### src/rtl/demux_reg.sv
// demux_reg: write-side register file for the 4:1 register-select mux.
// Single writes by select, or a 4-word ordered burst with a done pulse.
module demux_reg #(
  parameter int N = 16
) (
  input  logic         clk,
  input  logic         reset,
  input  logic [1:0]   selw,
  input  logic [N-1:0] d,
  input  logic         wr_valid,
  output logic         wr_ready,
  input  logic         burst,
  output logic [N-1:0] R_0,
  output logic [N-1:0] R_1,
  output logic [N-1:0] R_2,
  output logic [N-1:0] R_3,
  output logic [3:0]   loaded,
  output logic         done
);

  typedef enum logic [1:0] {
    S_IDLE,
    S_BURST,
    S_DONE
  } state_e;

  state_e       state_q, state_d;
  logic [1:0]   ptr_q, ptr_d;
  logic [3:0]   loaded_q, loaded_d;
  logic [N-1:0] reg_q [4];
  logic [N-1:0] reg_d [4];

  logic         wr_en;
  logic [1:0]   wsel;
  logic [3:0]   wsel_oh;

  always_comb begin
    wr_ready = 1'b0;
    unique case (state_q)
      S_IDLE:  wr_ready = ~burst;
      S_BURST: wr_ready = 1'b1;
      default: wr_ready = 1'b0;
    endcase
    if (reset) wr_ready = 1'b0;
  end

  assign done  = (state_q == S_DONE);
  assign wr_en = wr_valid && wr_ready;
  assign wsel  = (state_q == S_BURST) ? ptr_q : selw;

  always_comb begin
    wsel_oh = 4'b0000;
    unique case (1'b1)
      (wsel == 2'd0): wsel_oh = 4'b0001;
      (wsel == 2'd1): wsel_oh = 4'b0010;
      (wsel == 2'd2): wsel_oh = 4'b0100;
      (wsel == 2'd3): wsel_oh = 4'b1000;
      default:        wsel_oh = 4'b0000;
    endcase
  end

  always_comb begin
    state_d  = state_q;
    ptr_d    = ptr_q;
    loaded_d = loaded_q;
    for (int i = 0; i < 4; i++) begin
      reg_d[i] = reg_q[i];
    end
    unique case (state_q)
      S_IDLE: begin
        if (burst) begin
          state_d  = S_BURST;
          ptr_d    = 2'd0;
          loaded_d = 4'b0000;
        end
      end
      S_BURST: begin
        if (wr_en) begin
          ptr_d = ptr_q + 2'd1;
          if (ptr_q == 2'd3) state_d = S_DONE;
        end
      end
      S_DONE: begin
        state_d = S_IDLE;
        ptr_d   = 2'd0;
      end
      default: begin
        state_d = S_IDLE;
        ptr_d   = 2'd0;
      end
    endcase
    // wr_en already excludes the burst-start cycle and DONE
    if (wr_en) begin
      loaded_d = loaded_d | wsel_oh;
      for (int i = 0; i < 4; i++) begin
        if (wsel_oh[i]) reg_d[i] = d;
      end
    end
  end

  always_ff @(posedge clk) begin
    if (reset) begin
      state_q  <= S_IDLE;
      ptr_q    <= 2'd0;
      loaded_q <= 4'b0000;
      for (int i = 0; i < 4; i++) begin
        reg_q[i] <= '0;
      end
    end else begin
      state_q  <= state_d;
      ptr_q    <= ptr_d;
      loaded_q <= loaded_d;
      for (int i = 0; i < 4; i++) begin
        reg_q[i] <= reg_d[i];
      end
    end
  end

  assign R_0    = reg_q[0];
  assign R_1    = reg_q[1];
  assign R_2    = reg_q[2];
  assign R_3    = reg_q[3];
  assign loaded = loaded_q;

endmodule

### config.mk
export PLATFORM = sky130hd
export DESIGN_NAME = demux_reg
export DESIGN_NICKNAME = d
export VERILOG_FILES = /design/src/rtl/demux_reg.sv
export SDC_FILE = /design/constraint.sdc
export NUM_CORES = 1
export LEC_CHECK = 0
export CORE_MARGIN = 10
export CORE_UTILIZATION = 32
export DETAILED_ROUTE_END_ITERATION = 10
export DONT_BUFFER_PORTS = 1
export PLACE_DENSITY = 0.47
export SLEW_MARGIN = 20
export SYNTH_ARGS = -nofsm -noshare
export SYNTH_HDL_FRONTEND = slang
export SYNTH_SLANG_ARGS = --single-unit
### constraint.sdc
create_clock -name clk -period 1.9 [get_ports clk]
set_input_delay 0.38 -clock clk [delete_from_list [all_inputs] [get_ports clk]]
set_output_delay 0.38 -clock clk [all_outputs]
set_load 0.01 [all_outputs]
==> results of run 1 <==
## registers in the layout (all words and copies together), names as in the netlist
register	cells
reg_q	64
loaded	4
ptr_q	2
state_q	2
## stage by stage
step	worst slack (ps)	total power (W)	utilization, %	cells	area [um2]
after floorplan	270	0.00182	-	343	2980
after global placement	100	0.00186	33.2	433	3040
after detailed placement	80.0	0.00186	33.2	433	3040
after CTS	96.4	0.00348	36.1	449	3310
after global routing	26.1	0.00358	36.2	449	3310
final	103	0.00344	36.2	449	3310
## power by group
part / leakage, nW / switching (W) / internal, W
Clock: 0.126 / 0.000610 / 0.00101
Sequential: 0.582 / 0.0000377 / 0.00154
Combinational: 0.342 / 0.000164 / 0.0000868
Total: 1.05 / 0.000811 / 0.00263
## metal layers
layer	track usage [%]	part of all wire [%]
met5	0	0
met4	4.45	0.90
met3	6.78	12
met2	21.8	46
met1	17.6	41
## placed cells by master, fill, tap and decap left out, types with 2 or more instances in the layout
cell type and count:
bufinv_16 4, nand2b_1 2, clkinvlp_4 2, nand2_1 10, dfxtp_1 72, a31oi_4 2
nor3_1 7, clkbuf_8 9, buf_4 9, a22oi_1 2, a31o_2 6, mux2_2 2
inv_1 4, a21oi_1 64, nor2_1 6, mux2i_4 2, o21ai_1 60, and4bb_2 2
buf_12 3, nand3_1 60
## logic make-up after synthesis
group	count (synthesis)	share of synthesized area [%]
multiplexers	5	2.60
AO/OA/AOI/OAI	135	24.8
flip-flops	72	48.3
buffers and inverters	38	8.01
adder cells (fa/ha/maj)	1	0.419
AND/OR/NAND/NOR	92	15.9
## worst max-delay path, cell delays in order (launching register included)
cell,delay (ps)
dfxtp_1,440
nor2b_2,70
or4b_2,650
buf_12,230
nor3_1,220
a31o_2,120
## final cells by class
type                       instances  area share (%)
tap                              111            4.19
multi-input combinational        233            39.6
clock inverter                     7            4.34
sequential                        72            43.5
timing repair buffer              13            4.19
inverter                           4           0.453
clock buffer                       9            3.74
## worst max path at each step
stage                     from            to  cells after the start
finish              state_q[0]  reg_q[0][14]                      5
global route        state_q[0]   reg_q[3][1]                      5
CTS                 state_q[0]   reg_q[3][1]                      5
detailed placement       burst   reg_q[3][1]                      5
global placement         burst  reg_q[3][14]                      5
floorplan                reset  reg_q[3][10]                      6
## what timing repair did
action | 4_1_cts | 5_1_grt
setup buffers | 0 | 0
gates resized for setup | 0 | 1
hold endpoints to repair | 0 | 0
setup endpoints to repair | 0 | 3
==> reports/qor.txt, run 1 <==
Outcome = finished clean
Hold Violations, Final = 0
Die area = 0.0136 mm2
DR iter-0 viols = 282
Reg2reg setup slack = 100 ps
Least-Margin Pin Slew = 428 ps
Critical Path RT = 2200 ps
Hold depth = 1
Worst reg2reg endpoint = reg_q[0][14]
Initial antenna violation count = 0
Antenna Violating Nets Remaining = 0
Layout cell share with drive strength beyond 1 = 13.6%
CTS buffer count = 9
Clock Latency Late Sink = 350 ps
CTS clk-pin slew, worst paths = 80 ps
Count leader, synth = dfxtp_1
Top cells by area, synth = dfxtp_1 (48%), a21oi_1 (11%), nand3_1 (10%)
Max-Cap Viols = 0
Hold_sp = reset
Final Cycle Share = 94.6%
WHS = 99.6 ps
Achievable Freq = 556 MHz
Width of the die = 117 um
Pins over their slew limit = 0
Post-CTS Hold Buffers = 0
Worst R2R Path Depth = 5
Ports = 92
Fillcell total = 951
Reg2reg start = state_q[0]
Hold WC Path Type = input pin to register
N_diodes = 0
Area share of the largest cell type after synthesis = 48.3%
Floorplan Core Area = 0.00915 mm2
Die Height = 117 um
Syn nets = 366
Kind of critical path = register to register
Final setup fails = 0
H-tree depth = 3
Period minus WS final = 1800 ps
Cells after synthesis = 343
Max FO, Critical Path = 64
Clock Path Buffers = 2
Avg Cell Area, Syn = 8.70 um2
CTS root buf = clkbuf_8
Worst Hold Endpoint = loaded[3]
Post-synthesis cell type count = 27
Area growth syn-to-layout = 11.0%
PwrDens = 1040 mW/mm2
Largest net degree at the start of global routing = 73
Mapped cell area = 0.00298 mm2
Synth top cells by count = dfxtp_1 (72), a21oi_1 (64), nand3_1 (60), o21ai_1 (60), buf_2 (14)
Clk_skew = 6.40 ps
TritonCTS clock tree = done
GP Congestion = 0.765
Clk sink count = 72
Post-synth EDFFs = 0
Worst slew margin = 71.3%
First-pass GRT wire length = 14,800 um
Nets = 356
Commonest register cell after synthesis = dfxtp_1
Ys async rst share = 0%
Crit path DAT = 2100 ps
DRC viols = 0
Initial Util = 32.6%
DR vias/cell = 5.53
GRT Overall Usage = 14.3%
Port Buf Inserts = 0
Storage cell area = 0.00144 mm2
Synth Warn # = 0
FP Rows = 35
Area occupied by multi-input gates = 0.00131 mm2
CP endpoint kind = register
Post-synthesis sequential area ratio = 48.3%
Leak = 1.05 nW
CP Launch Type = register
Pre-Repair DR Iteration Count = 4
Synthesized flop and latch total = 72
Dpl hpwl = 6690 um
Final WL = 9950 um
Unrepaired setup endpoints after global routing = false
Leading area contributor after synthesis = dfxtp_1
TNS Setup = 0 ps
Grt ovf = 0
DR WL/cell = 22.2 um
Vias = 2,485
Vias in the first global route = 2,320
Max IR drop VDD = 0.409 mV
(Power assumes the default switching activity.)
==> run 2, diff against run 1 <==
clock period = 1.7 ns   (was 1.9 ns; I/O delays follow)
==> run 2 against run 1 <==
  * Power up 9.5%
  * Hold slack got worse by 42 ps
  * Register-to-register slack better by 60 ps
  * Via count grew 3.3%
  * Sequential cell count stayed put
  * Non-clock buffer count increased by 6
  * Critical endpoint is now wr_ready
  * Largest cell class unchanged
==> reports/qor.txt, run 2 (synthesis gave the netlist of run 1 again) <==
Width of the die = 117 um (unchanged)
Most frequent cells in the layout = dfxtp_1 (71), a21oi_1 (64), nand3_1 (60), o21ai_1 (60) (was dfxtp_1 (72), a21oi_1 (64), nand3_1 (60), o21ai_1 (60), nand2_1 (10))
CTS root buf = clkbuf_8 (unchanged)
Layout cell share with drive strength beyond 1 = 15.4% (was 13.6%)
GRT Overall Usage = 15.1% (was 14.3%)
Routing usage on met2 = 23.5% (was 21.8%)
Crit path DAT = 1230 ps (was 2100 ps)
TritonCTS clock tree = done (unchanged)
Slowest cell on the critical path = dfxtp_2 (was or4b_2)
Floorplan Core Area = 0.00915 mm2 (unchanged)
PwrDens = 1090 mW/mm2 (was 1040 mW/mm2)
Clock Path Buffers = 2 (unchanged)
FP Rows = 35 (unchanged)
Number of flip-flops under the largest register name = 64 (unchanged)
Final Cycle Share = 92.2%
Grt ovf = 0 (unchanged)
CTS clk-pin slew, worst paths = 80 ps (about the same)
Clock Latency Late Sink = 350 ps (about the same)
Post-CTS Hold Buffers = 0 (unchanged)
Port Buf Inserts = 0 (unchanged)
Die Height = 117 um (unchanged)
Hold WC Path Type = input pin to register (unchanged)
CP Launch Type = register (unchanged)
Critical Path RT = 1360 ps (was 2200 ps)
CP max stage delay = 370 ps (was 650 ps)
Period minus WS final = 1570 ps
Reg with most FFs = reg_q (unchanged)
Commonest non-fill, non-tap cell in the layout = dfxtp_1 (unchanged)
WHS = 57.2 ps (was 99.6 ps)
Largest net degree at the start of global routing = 73 (unchanged)
Least-Margin Pin Slew = 407 ps (was 428 ps)
Crit path cell chain = nor2b_2 > buf_4 > nor3_1 (was nor2b_2 > or4b_2 > buf_12 > nor3_1 > a31o_2)
Achievable Freq = 638 MHz
Vias = 2,568 (was 2,485)
GP Congestion = 0.771 (was 0.765)
Final setup fails = 0 (unchanged)
DR WL/cell = 22.5 um (was 22.2 um)
Worst slew margin = 72.7% (was 71.3%)
H-tree depth = 3 (unchanged)
Clk sink count = 72 (unchanged)
Antenna Violating Nets Remaining = 0 (unchanged)
First-pass GRT wire length = 15,300 um (was 14,800 um)
Final WL = 10,200 um (was 9950 um)
Met1 Use GR = 17.3% (was 17.6%)
Pre-Repair DR Iteration Count = 4 (unchanged)
Outcome = finished clean (unchanged)
N_diodes = 0 (unchanged)
Max-Cap Viols = 0 (unchanged)
Cells after DPL = 438 (was 433)
DRC viols = 0 (unchanged)
Finished Layout Cells = 455 (was 449)
Pins over their slew limit = 0 (unchanged)
CTS buffer count = 9 (unchanged)
Initial antenna violation count = 0 (unchanged)
Nets = 362 (was 356)
Dpl hpwl = 6910 um (was 6690 um)
CP endpoint kind = primary output (was register)
Hold Violations, Final = 0 (unchanged)
Grt met3 use = 7.19% (was 6.78%)
Clk_skew = 8.97 ps (was 6.40 ps)
DR vias/cell = 5.64 (was 5.53)
Initial Util = 32.6% (unchanged)
Max IR drop VDD = 0.481 mV (was 0.409 mV)
Ports = 92 (unchanged)
Die area = 0.0136 mm2 (unchanged)
Unrepaired setup endpoints after global routing = false (unchanged)
Kind of critical path = register to primary output (was register to register)
Vias in the first global route = 2,496 (was 2,320)
Area growth syn-to-layout = 15.5% (was 11.0%)
Grt peak-use layer = met2 (unchanged)
Max FO, Critical Path = 5 (was 64)
Leak = 1.12 nW (was 1.05 nW)
DR iter-0 viols = 221 (was 282)
[run 2: metal layers]
metal	vias to the layer above	wire [um]
met3	15	1220
met4	0	210
met1	1224	4020
met5	-	0
li1	1242	-
met2	87	4790
[run 2: path summary, 6_finish.rpt]
path / startpoint / endpoint / slack, ps / cells past startpoint
hold reg to reg: loaded[0] / loaded[0] / 500 / 2
hold / removal: reset / loaded[3] / 60 / 1
setup / recovery: state_q[0] / wr_ready / 130 / 3
setup reg to reg: state_q[1] / reg_q[3][14] / 160 / 4
[run 2: where the power goes]
part | internal, W | switching, W
combinational | 0.000137 | 0.000198
sequential | 0.00172 | 0.0000412
clock | 0.00102 | 0.000658
total | 0.00287 | 0.000897
[run 2: repair_timing]
action | in CTS | in global routing
endpoints found under the setup margin | 39 | 12
gates resized for setup | 5 | 3
setup buffers | 0 | 0
gates cloned | 1 | 0
[run 2: through the flow]
| stage | setup WS [ps] | total power (W) | area [um2] | TNS [ps] | util [%] |
|---|---|---|---|---|---|
| floorplan | 110 | 0.00203 | 2980 | 0 | - |
| global placement | -44.8 | 0.00211 | 3140 | -2140 | 34.3 |
| detailed placement | -71.6 | 0.00212 | 3140 | -2680 | 34.3 |
| CTS | 78.4 | 0.00381 | 3430 | 0 | 37.5 |
| global route | 38.9 | 0.00392 | 3450 | 0 | 37.6 |
| finish | 133 | 0.00377 | 3450 | 0 | 37.6 |
[run 2: cell type report]
cell class | instances | area [um2]
well taps | 111 | 139
clock inverters | 5 | 104
repair buffers | 19 | 267
multi-input cells | 233 | 1340
clock buffers | 11 | 141
inverters | 4 | 15.0
flip-flops and latches | 72 | 1440
fillers | 944 | 5710
[run 2: critical path: cells and delay by family, from the launching register on]
family	cells	cell delay, ps
AND/OR/NAND/NOR	2	360
flip-flops	1	370
buffers and inverters	1	150
==> run 3, diff against run 2 <==
CTS_CLUSTER_DIAMETER = 30   (was unset)
SETUP_SLACK_MARGIN = 0.3   (was unset)
==> run 3 against run 2 <==
  * Sequential cell count did not move
  * Cell area rose by 8.1%
  * Clock skew fell by 4.4 ps
  * Routed wire length rose by 3.3%
  * Fmax rose by 2.8%
  * Sequential share of layout area fell by 3.1 points
  * Combinational power rose by 21%
  * Hold slack improved by 0.78 ps
  * Clock-buffer cell count rose by 2
  * Final cell count rose by 2.4%
  * Die area did not move
  * Critical path depth rose by 3
==> reports/qor.txt, run 3 (synthesis gave the netlist of run 1 again) <==
Kind of critical path = register to register (was register to primary output)
Least-Margin Pin Slew = 323 ps (was 407 ps)
Crit path cell chain = buf_6 > nand2b_4 > mux2i_4 > buf_6 > nand3_2 > a21oi_2 (was nor2b_2 > buf_4 > nor3_1)
Layout cell share with drive strength beyond 1 = 26.8% (was 15.4%)
Grt ovf = 0 (unchanged)
Initial Util = 32.6% (unchanged)
Post-CTS Hold Buffers = 0 (unchanged)
Vias = 2,597 (was 2,568)
Clock Path Buffers = 2 (unchanged)
Clock Latency Late Sink = 350 ps (about the same)
DR WL/cell = 22.7 um (was 22.5 um)
TritonCTS clock tree = done (unchanged)
Reg with most FFs = reg_q (unchanged)
Slowest cell on the critical path = mux2i_4 (was dfxtp_2)
Largest net degree at the start of global routing = 73 (unchanged)
Antenna Violating Nets Remaining = 0 (unchanged)
Nets = 374 (was 362)
Number of flip-flops under the largest register name = 64 (unchanged)
Final WL = 10,600 um (was 10,200 um)
Commonest non-fill, non-tap cell in the layout = dfxtp_1 (unchanged)
Ports = 92 (unchanged)
GP Congestion = 0.741 (was 0.771)
Max FO, Critical Path = 8 (was 5)
Sequential fraction of design power = 50.5% (was 46.7%)
CTS clk-pin slew, worst paths = 70 ps (was 80 ps)
Final Cycle Share = 89.7% (was 92.2%)
Initial antenna violation count = 0 (unchanged)
Pins over their slew limit = 0 (unchanged)
Storage cell area = 0.00145 mm2 (was 0.00144 mm2)
Width of the die = 117 um (unchanged)
PwrDens = 937 mW/mm2 (was 1090 mW/mm2)
Outcome = finished clean (unchanged)
Die area = 0.0136 mm2 (unchanged)
Dpl hpwl = 6980 um (was 6910 um)
H-tree depth = 3 (unchanged)
First-pass GRT wire length = 15,500 um (was 15,300 um)
Vias in the first global route = 2,464 (was 2,496)
CP max stage delay = 390 ps (was 370 ps)
Most frequent cells in the layout = dfxtp_1 (69), o21ai_1 (59), a21oi_1 (54) (was dfxtp_1 (71), a21oi_1 (64), nand3_1 (60), o21ai_1 (60))
Floorplan Core Area = 0.00915 mm2 (unchanged)
Max IR drop VDD = 0.274 mV (was 0.481 mV)
CP endpoint kind = register (was primary output)
Logic pwr share = 11.6% (was 8.9%)
Hold WC Path Type = input pin to register (unchanged)
Max-Cap Viols = 0 (unchanged)
Critical Path RT = 1990 ps (was 1360 ps)
Pre-Repair DR Iteration Count = 4 (unchanged)
Clk_skew = 4.55 ps (was 8.97 ps)
Clk sink count = 72 (unchanged)
Fillcell total = 912 (was 944)
Final setup fails = 0 (unchanged)
GRT Overall Usage = 15.2% (was 15.1%)
DR vias/cell = 5.57 (was 5.64)
Achievable Freq = 656 MHz (was 638 MHz)
Area occupied by multi-input gates = 0.00151 mm2 (was 0.00134 mm2)
Port Buf Inserts = 0 (unchanged)
Die Height = 117 um (unchanged)
Net switching power = 0.000906 W (was 0.000897 W)
DRC viols = 0 (unchanged)
Int Pwr = 0.00258 W (was 0.00287 W)
Crit path DAT = 1810 ps (was 1230 ps)
WHS = 58.0 ps (was 57.2 ps)
CTS buffer count = 9 (unchanged)
N_diodes = 0 (unchanged)
CP Launch Type = register (unchanged)
Top cell by count, worst path = buf_6
Area growth syn-to-layout = 24.8% (was 15.5%)
CTS root buf = clkbuf_8 (unchanged)
Unrepaired setup endpoints after global routing = true (was false)
Leak = 1.20 nW (was 1.12 nW)
Hold Violations, Final = 0 (unchanged)
TNS Setup = 0 ps (unchanged)
Net Sw Frac = 26.0% (was 23.8%)
Worst slew margin = 78.0% (was 72.7%)
DR iter-0 viols = 242 (was 221)
FP Rows = 35 (unchanged)
Clk pwr share = 37.9% (was 44.4%)
Period minus WS final = 1520 ps (was 1570 ps)
-- run 3: cell count changes in the layout (fill, tap and decap cells not counted), sizes merged --
| cell | delta |
|---|---|
| a31o | +1 |
| buf | +9 |
| clkbuf | +4 |
| clkinvlp | +1 |
| bufinv | -3 |
| clkinv | -1 |
-- run 3: timing repair --
| item | CTS | global route |
|---|---|---|
| pin swaps | 26 | 13 |
| buffers inserted | 5 | 0 |
| endpoints found under the setup margin | 70 | 72 |
| gates cloned | 2 | 2 |
| resized for setup | 36 | 22 |
| hold endpoints to repair | 0 | 0 |
-- run 3: metal layers --
layer	vias to the layer above	share of wire [%]	routed length [um]	global-route usage [%]
li1	1256	-	-	-
met1	1239	41	4370	18.4
met2	90	46	4860	22.9
met3	12	11	1160	7.04
met4	0	1.8	191	6.26
met5	-	0	0	0
-- run 3: final timing paths --
path / slack (ps) / cells after the start / startpoint / end
max: 180 / 6 / state_q[1] / reg_q[3][2]
min: 60 / 1 / reset / ptr_q[0]
max reg2reg: 180 / 6 / state_q[1] / reg_q[3][2]
min reg2reg: 500 / 2 / ptr_q[0] / ptr_q[0]
-- run 3: critical path, delay by kind of cell (launching register included) --
kind                   cells  cell delay (ps)
flip-flops                 1              350
multiplexers               1              390
AND/OR/NAND/NOR            2              300
buffers and inverters      2              290
AO/OA/AOI/OAI              1              130
-- run 3: area by class of cell --
| class | count | area share (%) |
|---|---|---|
| Multi-Input combinational cell | 234 | 40.6 |
| Sequential cell | 72 | 38.8 |
| Timing Repair Buffer | 30 | 11.4 |
| Clock buffer | 13 | 4.81 |
| Tap cell | 111 | 3.73 |
| Inverter | 4 | 0.403 |
| Clock inverter | 2 | 0.336 |
-- run 3: through the flow --
step,worst slack [ps],power (W),cell area (um2),instances,util [%]
2_1_floorplan,144,0.00204,3010,343,-
6_report,175,0.00349,3720,466,40.7
3_3_place_gp,-23.3,0.00213,3170,442,34.7
4_1_cts,200,0.00349,3570,464,39.1
3_5_place_dp,-23.8,0.00213,3170,442,34.7
5_1_grt,121,0.00362,3720,466,40.7
-- run 3: power by group through the flow --
stage / combinational (W) / sequential [W] / clock (W)
after global placement: 0.000324 / 0.00180 / 0
after floorplan: 0.000251 / 0.00179 / 0
after global routing: 0.000432 / 0.00177 / 0.00143
after detailed placement: 0.000325 / 0.00180 / 0
after CTS: 0.000376 / 0.00176 / 0.00135
final: 0.000405 / 0.00176 / 0.00132
